$ cat src/rtl/gf_sram_bank_arbiter.sv
// Two-port round-robin front end for the 2048x32 GF single-port SRAM macro,
// with optional post-reset zero fill of every word.
module gf_sram_bank_arbiter #(
    parameter int unsigned NUM_WORDS     = 2048,
    parameter int unsigned ADDR_WIDTH    = 11,
    parameter bit          INIT_ON_RESET = 1'b1
) (
    input  logic                  clk_i,
    input  logic                  rst_ni,
    output logic                  init_done_o,

    input  logic                  p0_req_i,
    output logic                  p0_gnt_o,
    input  logic [ADDR_WIDTH-1:0] p0_addr_i,
    input  logic                  p0_we_i,
    input  logic [3:0]            p0_be_i,
    input  logic [31:0]           p0_wdata_i,
    output logic                  p0_rvalid_o,
    output logic [31:0]           p0_rdata_o,

    input  logic                  p1_req_i,
    output logic                  p1_gnt_o,
    input  logic [ADDR_WIDTH-1:0] p1_addr_i,
    input  logic                  p1_we_i,
    input  logic [3:0]            p1_be_i,
    input  logic [31:0]           p1_wdata_i,
    output logic                  p1_rvalid_o,
    output logic [31:0]           p1_rdata_o,

    output logic                  mem_cen_o,
    output logic                  mem_rdwen_o,
    output logic [1:0]            mem_as_o,
    output logic [6:0]            mem_aw_o,
    output logic [1:0]            mem_ac_o,
    output logic [31:0]           mem_d_o,
    output logic [31:0]           mem_bw_o,
    input  logic [31:0]           mem_q_i,

    output logic [15:0]           conflict_cnt_o
);

    typedef enum logic [1:0] {
        ST_WAIT = 2'd0,
        ST_INIT = 2'd1,
        ST_RUN  = 2'd2
    } state_e;

    localparam logic [ADDR_WIDTH-1:0] LAST_ADDR = ADDR_WIDTH'(NUM_WORDS - 1);

    state_e                state_q, state_d;
    logic [ADDR_WIDTH-1:0] cnt_q, cnt_d;
    logic                  rr_q, rr_d;
    logic                  rv_q, rv_d;
    logic                  rid_q, rid_d;
    logic [15:0]           cf_q, cf_d;

    logic                  run;
    logic                  gnt0, gnt1, gnt_any;
    logic [ADDR_WIDTH-1:0] sel_addr;
    logic                  sel_we;
    logic [3:0]            sel_be;
    logic [31:0]           sel_wdata;
    logic [31:0]           be_mask;
    logic [ADDR_WIDTH-1:0] mem_addr;

    always_ff @(posedge clk_i or negedge rst_ni) begin
        if (!rst_ni) begin
            state_q <= ST_WAIT;
            cnt_q   <= '0;
            rr_q    <= 1'b0;
            rv_q    <= 1'b0;
            rid_q   <= 1'b0;
            cf_q    <= '0;
        end else begin
            state_q <= state_d;
            cnt_q   <= cnt_d;
            rr_q    <= rr_d;
            rv_q    <= rv_d;
            rid_q   <= rid_d;
            cf_q    <= cf_d;
        end
    end

    // The fill counter parks on the last word; it never wraps.
    always_comb begin
        state_d = state_q;
        cnt_d   = cnt_q;
        unique case (state_q)
            ST_WAIT: state_d = INIT_ON_RESET ? ST_INIT : ST_RUN;
            ST_INIT: begin
                if (cnt_q == LAST_ADDR) begin
                    state_d = ST_RUN;
                end else begin
                    cnt_d = cnt_q + 1'b1;
                end
            end
            ST_RUN:  state_d = ST_RUN;
            default: state_d = ST_WAIT;
        endcase
    end

    assign run     = (state_q == ST_RUN);
    assign gnt0    = run & p0_req_i & (~p1_req_i | ~rr_q);
    assign gnt1    = run & p1_req_i & (~p0_req_i | rr_q);
    assign gnt_any = gnt0 | gnt1;

    assign p0_gnt_o    = gnt0;
    assign p1_gnt_o    = gnt1;
    assign init_done_o = run;

    assign sel_addr  = gnt1 ? p1_addr_i  : p0_addr_i;
    assign sel_we    = gnt1 ? p1_we_i    : p0_we_i;
    assign sel_be    = gnt1 ? p1_be_i    : p0_be_i;
    assign sel_wdata = gnt1 ? p1_wdata_i : p0_wdata_i;

    always_comb begin
        be_mask = '0;
        for (int i = 0; i < 4; i++) begin
            be_mask[8*i +: 8] = {8{sel_be[i]}};
        end
    end

    always_comb begin
        mem_cen_o   = 1'b1;
        mem_rdwen_o = 1'b0;
        mem_addr    = '0;
        mem_d_o     = '0;
        mem_bw_o    = '0;
        unique case (state_q)
            ST_WAIT: mem_rdwen_o = 1'b1;
            ST_INIT: begin
                mem_cen_o = 1'b0;
                mem_addr  = cnt_q;
                mem_bw_o  = '1;
            end
            ST_RUN: begin
                if (gnt_any) begin
                    mem_cen_o   = 1'b0;
                    mem_rdwen_o = ~sel_we;
                    mem_addr    = sel_addr;
                    mem_d_o     = sel_wdata;
                    mem_bw_o    = sel_we ? be_mask : 32'h0;
                end
            end
            default: mem_rdwen_o = 1'b1;
        endcase
    end

    assign mem_ac_o = mem_addr[1:0];
    assign mem_aw_o = mem_addr[8:2];
    assign mem_as_o = mem_addr[10:9];

    always_comb begin
        rr_d  = rr_q;
        rv_d  = gnt_any & ~sel_we;
        rid_d = rid_q;
        cf_d  = cf_q;
        if (gnt0) begin
            rr_d = 1'b1;
        end else if (gnt1) begin
            rr_d = 1'b0;
        end
        if (gnt_any & ~sel_we) begin
            rid_d = gnt1;
        end
        if (run & p0_req_i & p1_req_i & (cf_q != 16'hFFFF)) begin
            cf_d = cf_q + 16'd1;
        end
    end

    // Macro Q is only meaningful the cycle after a read; steer it to the owner.
    assign p0_rvalid_o = rv_q & ~rid_q;
    assign p1_rvalid_o = rv_q & rid_q;
    assign p0_rdata_o  = p0_rvalid_o ? mem_q_i : 32'h0;
    assign p1_rdata_o  = p1_rvalid_o ? mem_q_i : 32'h0;

    assign conflict_cnt_o = cf_q;

endmodule

$ cat config.mk
export PLATFORM = sky130hd
export DESIGN_NAME = gf_sram_bank_arbiter
export DESIGN_NICKNAME = d
export VERILOG_FILES = /design/src/rtl/gf_sram_bank_arbiter.sv
export SDC_FILE = /design/constraint.sdc
export NUM_CORES = 1
export LEC_CHECK = 0
export BUFFER_PORTS_ARGS = -buffer_cell sky130_fd_sc_hd__clkbuf_2
export CAP_MARGIN = 20
export CORE_AREA = 3 3 114 116
export CTS_BUF_LIST = sky130_fd_sc_hd__clkbuf_2
export DETAILED_ROUTE_END_ITERATION = 8
export DIE_AREA = 0 0 117 119
export PLACE_DENSITY_LB_ADDON = 0.2
export SYNTH_ARGS = -nofsm -noshare
export SYNTH_HDL_FRONTEND = slang
export SYNTH_SLANG_ARGS = --single-unit
$ cat constraint.sdc
create_clock -name clk_i -period 2.5 [get_ports clk_i]
set_input_delay 0.25 -clock clk_i [delete_from_list [all_inputs] [get_ports clk_i]]
set_output_delay 0.25 -clock clk_i [all_outputs]
set_load 0.05 [all_outputs]
; Word-level counts from Yosys, hierarchy flattened
; Cells that the tools add are included.
[classes]
n_mul = 0
shift = 0
n_addsub = 2
magnitude_cmp = 0
div = 0
n_mux = 21
bitwise = 18
n_reduce_logical = 3
n_eq_ne = 5
[ops]
columns = operator, n
row1 = 32-bit 2-to-1 mux, 7
row2 = 32-bit case mux with 2 select lines, 1
row3 = 11-bit 2-to-1 mux, 2
row4 = 11-bit case mux with 2 select lines, 1
row5 = "16-bit by 1-bit adder with 16-bit output, second input constant", 1
row6 = "16-bit inequality test, second input constant", 1
row7 = "11-bit by 1-bit adder with 11-bit output, second input constant", 1
row8 = "11-bit == test, second input constant", 1
row9 = 1-bit bitwise AND, 9
row10 = 1-bit NOT, 6
row11 = 2-bit case mux with 3 select lines, 1
row12 = 1-bit 2-to-1 mux, 5
row13 = 4-bit 2-to-1 mux, 1
row14 = 1-bit case mux with 2 select lines, 2
row15 = 1-bit bitwise OR, 3
row16 = "2-bit by 1-bit == test with 1-bit output, second input constant", 1
row17 = "2-bit == test, second input constant", 1
row18 = 2-bit zero test, 1
row19 = 2-bit 2-to-1 mux, 1
row20 = "2-bit inequality test, second input constant", 1
row21 = 2-bit AND reduction, 1
row22 = 2-bit nonzero test, 1
[totals]
wordCells = 55
mem_bits_rw = 0
ff_bits = 32
mem_count = 0
romBits = 0
latchBits = 0

; Logic depth before layout (Yosys ltp)
[logic_depth]
ltp_word = 7
depth_mapped = 9

; Least setup slack after synthesis
; OpenSTA, ideal clock, no wires.
[synth_path]
path_type = reg2out
start = reg state_q[0]
end = out mem_d_o[22]
required_time_ns = 2.250
path_stages_with_launch = 10
slack_ns = -0.468
path_buffers = 2
arrival_ns = 2.718
path_cell_list = dfrtp_1 inv_1 ha_1 and2_1 buf_4 nand2_4 inv_2 buf_2 nand2_1 a21oi_1
[synth_via]
elab_chain_cells = 6
word_cells_on_any_way = 9
classes_between = eq/ne: 1 / mux: 3 / bitwise: 5
[synth_rtl]
columns = element, line
row1 = start: declaration, 50  ; state_e state_q, state_d;
row2 = start signal: assignment, 75  ; state_q <= state_d;
row3 = 2-bit == test (*), 102  ; assign run = (state_q == ST_RUN);
row4 = net init_done_o, 10  ; output logic init_done_o,
row5 = 1-bit bitwise AND (*) (2 in a row), 104  ; assign gnt1 = run & p1_req_i & (~p0_req_i | rr_q);
row6 = net p1_gnt_o, 22  ; output logic p1_gnt_o,
row7 = 32-bit 2-to-1 mux or 1-bit bitwise OR (tied branches), "114, 105"
row8 = 32-bit 2-to-1 mux (*), 137  ; if (gnt_any) begin
row9 = 32-bit 2-to-1 mux (*), 129  ; unique case (state_q)
row10 = end: declaration, 35  ; output logic [31:0] mem_d_o,
; The timed path passes the listed nets; every way through them passes the cells marked *.

; Worst setup path in the final report
[layout_path]
start = reg state_q[1]
end = out mem_bw_o[25]
[layout_via]
elab_chain_cells = 7
word_cells_on_any_way = 12
classes_between = eq/ne: 2 / mux: 5 / bitwise: 5
[layout_rtl]
columns = element, line
row1 = 2-bit == test, "102, 129"
row2 = 1-bit bitwise AND (2 in a row), 104
row3 = 4-bit 2-to-1 mux or 1-bit 2-to-1 mux (tied branches), "113, 112"
row4 = 32-bit 2-to-1 mux, 142  ; mem_bw_o = sel_we ? be_mask : 32'h0;
row5 = 32-bit 2-to-1 mux, 137
row6 = 32-bit case mux with 2 select lines (*), 129
row7 = end: declaration, 36  ; output logic [31:0] mem_bw_o,
; Mark *: on every way between the ends. The rest lies on a longest branch, timed or not.

==> impl.org <==
** Floorplan
- For this configuration, the core starts out at a cell density of 0.271.
- The floorplan has 40 rows.
- Die Area :: 13900 sq um
- DIE WIDTH :: 117 um
- Die height :: 119 um
- Area of the core :: 12000 sq um
- 294 I/O pins were placed.

** Final layout
- Fill cells in the final layout number 1220.
- Most common cell after layout, fill and taps aside :: sky130_fd_sc_hd__clkbuf_2
- Post-layout utilization of the core :: 0.465
- Layout-stage area growth over the synthesis result :: 71.7%
- 0 antenna diodes ended up in the layout.
- Commonest non-fill, non-tap cells in the layout :: 248 x sky130_fd_sc_hd__clkbuf_2, 83 x sky130_fd_sc_hd__nand2_1, 38 x sky130_fd_sc_hd__and3_1, 33 x sky130_fd_sc_hd__and2_1, 32 x sky130_fd_sc_hd__dfrtp_1
- The final layout contains 849 nets.
- Layout cell share with drive strength beyond 1 :: 0.544

** Global routing
- After global routing the overflow that remains totals 0.
- Pin count of the biggest net entering global routing :: 35
- Vias in the first global route :: 3840
- Total GRT Usage :: 0.184
- The initial antenna violation count was 1.
- First-pass GRT wire length :: 20700 um

** Worst hold path
- The path class of the tightest hold or removal check is primary input to register.
- The worst hold path begins at p1_we_i.

** Synthesis
- Post-Syn Area per Cell :: 7.31 sq um
- Number of library cell types mapped by synthesis :: 48
- Post-Synth Simple-Gate Area :: 0.369
- Measured against the total synthesized area, the mux share comes to 0.0319.
- Counting flops and latches in the post-synthesis netlist gives 32.
- The complex-gate fraction of the synthesized area was 0.177.
- Cell count after synthesis :: 445
- Counting every net in the synthesized netlist gives 582.
- The Yosys step of the flow raised 0 warnings.
- Summing every instance area after synthesis gives 3250 sq um.
- Of the total synthesized cell area, the portion taken by XOR and XNOR cells is 0.0431.
- Main combinational cell family by area after synthesis :: simple AND/OR/NAND/NOR gates
- Synth Area in Adders :: 0.0192
- Portion of the post-synthesis area used by sequential elements :: 0.246

** Place
- Routability-driven placement finished with a final weighted congestion of 0.843.
- Dpl ws :: 0.305 ns
- The count of buffers added on input and output ports is 293.
- The HPWL after detailed placement is 11000 um.

** Routing
- Number of optimization iterations in the first detailed-route pass :: 4
- The detail route stage leaves a number of antenna-violating nets equal to 0.
- Across all layers, the routed design uses 4182 vias.
- DR WL/cell :: 16.4 um
- After detailed routing, the number of remaining DRC violations is 0.
- DRT Wirelength :: 14100 um
- In this run, the number of DRC markers left after iteration 0 of detailed routing was 169.
- Number of vias per cell :: 4.86

** Pwr
- Tot Pwr :: 0.00103 W
- Of the total power, the share spent switching nets is 0.254.
- For this design the static power due to leakage is 3.02 nW.
- Switching power summed over all nets :: 0.000261 W
- Of the total power, combinational logic draws 0.159.
- Proportion of power drawn by the clock network :: 0.337
- Cell Int Power :: 0.000765 W
- Of the total power, registers draw 0.505.
- In this run the power density over the cells is 184 nW/um^2.
- VDD sags by at most 251 uV.

** STA
- Clock tree skew after final layout :: 0.0289 ns
- Post-layout min period :: 2.38 ns
- Number of setup violations in the final report :: 0
- The count of final hold-check violations was 0.
- For the pin with the worst max-slew slack, the measured transition is 0.798 ns.
- Slew Limit Fails :: 0
- Of the available clock period, the critical path in the final layout requires 0.954.
- Max Clock Freq :: 419 MHz
- Slew HR :: 0.468
- Setup slack of the critical path after layout :: 0.116 ns
- Unrepaired setup endpoints after global routing :: true

** CTS
- Num CTS Buffers :: 5
- Number of buffers on the longest clock path :: 2
- H-tree lvl count :: 2
- Clock latency reported for the late side of the worst-skew pair :: 0.37 ns
- Root Buffer Master :: sky130_fd_sc_hd__clkbuf_2
- After clock tree synthesis, the clock-pin slew on the worst setup and hold paths is 0.15 ns.
- TritonCTS built the clock tree.
- The clock drives 32 sinks.

** Setup path
- STA classifies the critical path startpoint as a register.
- Data arrival at the endpoint of the critical path :: 2.13 ns
- Of all nets on the critical path, the largest fanout is 8.
- R2r startpoint :: state_q[1]
- STA puts the critical path data required time at 2.25 ns.
- Type of the setup path with the least slack :: register to output pin
- Critical path capture point type :: output pin
- First element of the critical path :: state_q[1]

** Flow run
- Max-cap violations in this run came to 0.

** Status
- Status :: completed
## cell usage after synthesis, drive strengths merged
cell type | n | area share
and2 | 34 | 0.065
xor2 | 7 | 0.019
nor3 | 6 | 0.011
nand4 | 15 | 0.033
nor3b | 1 | 0.0023
and3 | 39 | 0.075
dfrtp | 32 | 0.25
a21boi | 12 | 0.028
nor4 | 1 | 0.0065
or2 | 1 | 0.0027
and2b | 1 | 0.0023
xnor2 | 9 | 0.024
nor2 | 8 | 0.011
and4 | 4 | 0.011
nor2b | 1 | 0.0019
buf | 41 | 0.085
inv | 8 | 0.0092
mux2i | 1 | 0.0031
nand2 | 85 | 0.10
mux2 | 7 | 0.029
a41o | 1 | 0.0031
o31ai | 2 | 0.0046
ha | 5 | 0.019
a21oi | 43 | 0.066
o21a | 4 | 0.0092
a21o | 11 | 0.025
nand3 | 27 | 0.043
nand2b | 2 | 0.0038
a211o | 1 | 0.0027
clkbuf | 16 | 0.018
o211ai | 4 | 0.0092
o2bb2ai | 1 | 0.0027
o21ai | 15 | 0.027
## per-stage QoR
stage	TNS [ns]	hold slack [ns]	cells	area (sq um)
final	0	0.161	860	5580
after global placement	0	0.388	840	5250
after global routing	-0.0265	0.125	860	5580
after floorplan	-0.116	-0.0456	445	3410
after detailed placement	0	0.397	840	5250
after CTS	0	0.119	854	5480
## power groups by stage
| stage | clock network [W] | logic, W | registers, W |
|---|---|---|---|
| after floorplan | 0 | 0.0000304 | 0.000528 |
| after global routing | 0.000383 | 0.000181 | 0.000518 |
| after detailed placement | 0 | 0.000159 | 0.000527 |
| after CTS | 0.000362 | 0.000164 | 0.000518 |
| final | 0.000345 | 0.000163 | 0.000518 |
| after global placement | 0 | 0.000157 | 0.000527 |
## metal layers
| metal | track usage | wire length, um | up-vias |
|---|---|---|---|
| met4 | 0.0423 | 252 | 0 |
| met5 | 0 | 0 | - |
| li1 | - | - | 2049 |
| met1 | 0.235 | 5760 | 1962 |
| met3 | 0.0249 | 843 | 16 |
| met2 | 0.325 | 7200 | 155 |
## worst max-delay path, cell delays in order (launching register included)
cell and delay [ns]:
sky130_fd_sc_hd__dfrtp_1 0.46, sky130_fd_sc_hd__ha_4 0.20, sky130_fd_sc_hd__and2_4 0.18, sky130_fd_sc_hd__buf_6 0.14
sky130_fd_sc_hd__nand4_1 0.09, sky130_fd_sc_hd__a21oi_1 0.06, sky130_fd_sc_hd__o21a_2 0.25, sky130_fd_sc_hd__buf_12 0.15
sky130_fd_sc_hd__buf_12 0.12, sky130_fd_sc_hd__buf_12 0.13
## kinds of logic (layout without fill, tap and decap cells)
| logic type | count (synthesis) | count (layout) |
|---|---|---|
| AOI/OAI and AO/OA | 94 | 95 |
| and+or+nand+nor | 225 | 225 |
| xor gates and xnor gates | 16 | 16 |
| adders and majority gates | 5 | 5 |
| buffers and inverters | 65 | 332 |
| muxes | 8 | 8 |
| DFF | 32 | 32 |
## final cells by class
| type | count | area, sq um | area share |
|---|---|---|---|
| Inverter | 8 | 35.0 | 0.00627 |
| Clock buffer | 5 | 25.0 | 0.00448 |
| Tap cell | 147 | 184 | 0.0329 |
| Sequential cell | 32 | 801 | 0.143 |
| Multi-Input combinational cell | 349 | 2300 | 0.411 |
| Clock inverter | 3 | 37.5 | 0.00672 |
| Timing Repair Buffer | 316 | 2200 | 0.395 |
## path summary, 6_finish.rpt
check	end	slack (ns)	cells past startpoint
setup reg to reg	cnt_q[5]	0.48	7
hold reg to reg	cnt_q[10]	0.53	1
max in group asynchronous	cnt_q[6]	1.49	2
min in group asynchronous	conflict_cnt_o[12]	0.47	2
setup / recovery	mem_bw_o[25]	0.12	9
hold / removal	rid_q	0.16	2
## registers in the layout, summed over array words and instances, names as in the netlist
| signal | cells |
|---|---|
| rr_q | 1 |
| state_q | 2 |
| rid_q | 1 |
| conflict_cnt_o | 16 |
| rv_q | 1 |
| cnt_q | 11 |
## timing repair
action                                  4_1_cts  5_1_grt
gates resized for setup                      28       29
pin swaps                                     1        0
setup buffers                                 3        6
hold buffers                                  1        0
endpoints found under the setup margin       68       66
cloned                                        2        0
endpoints found under the hold margin        32        0
(Power assumes the default switching activity.)
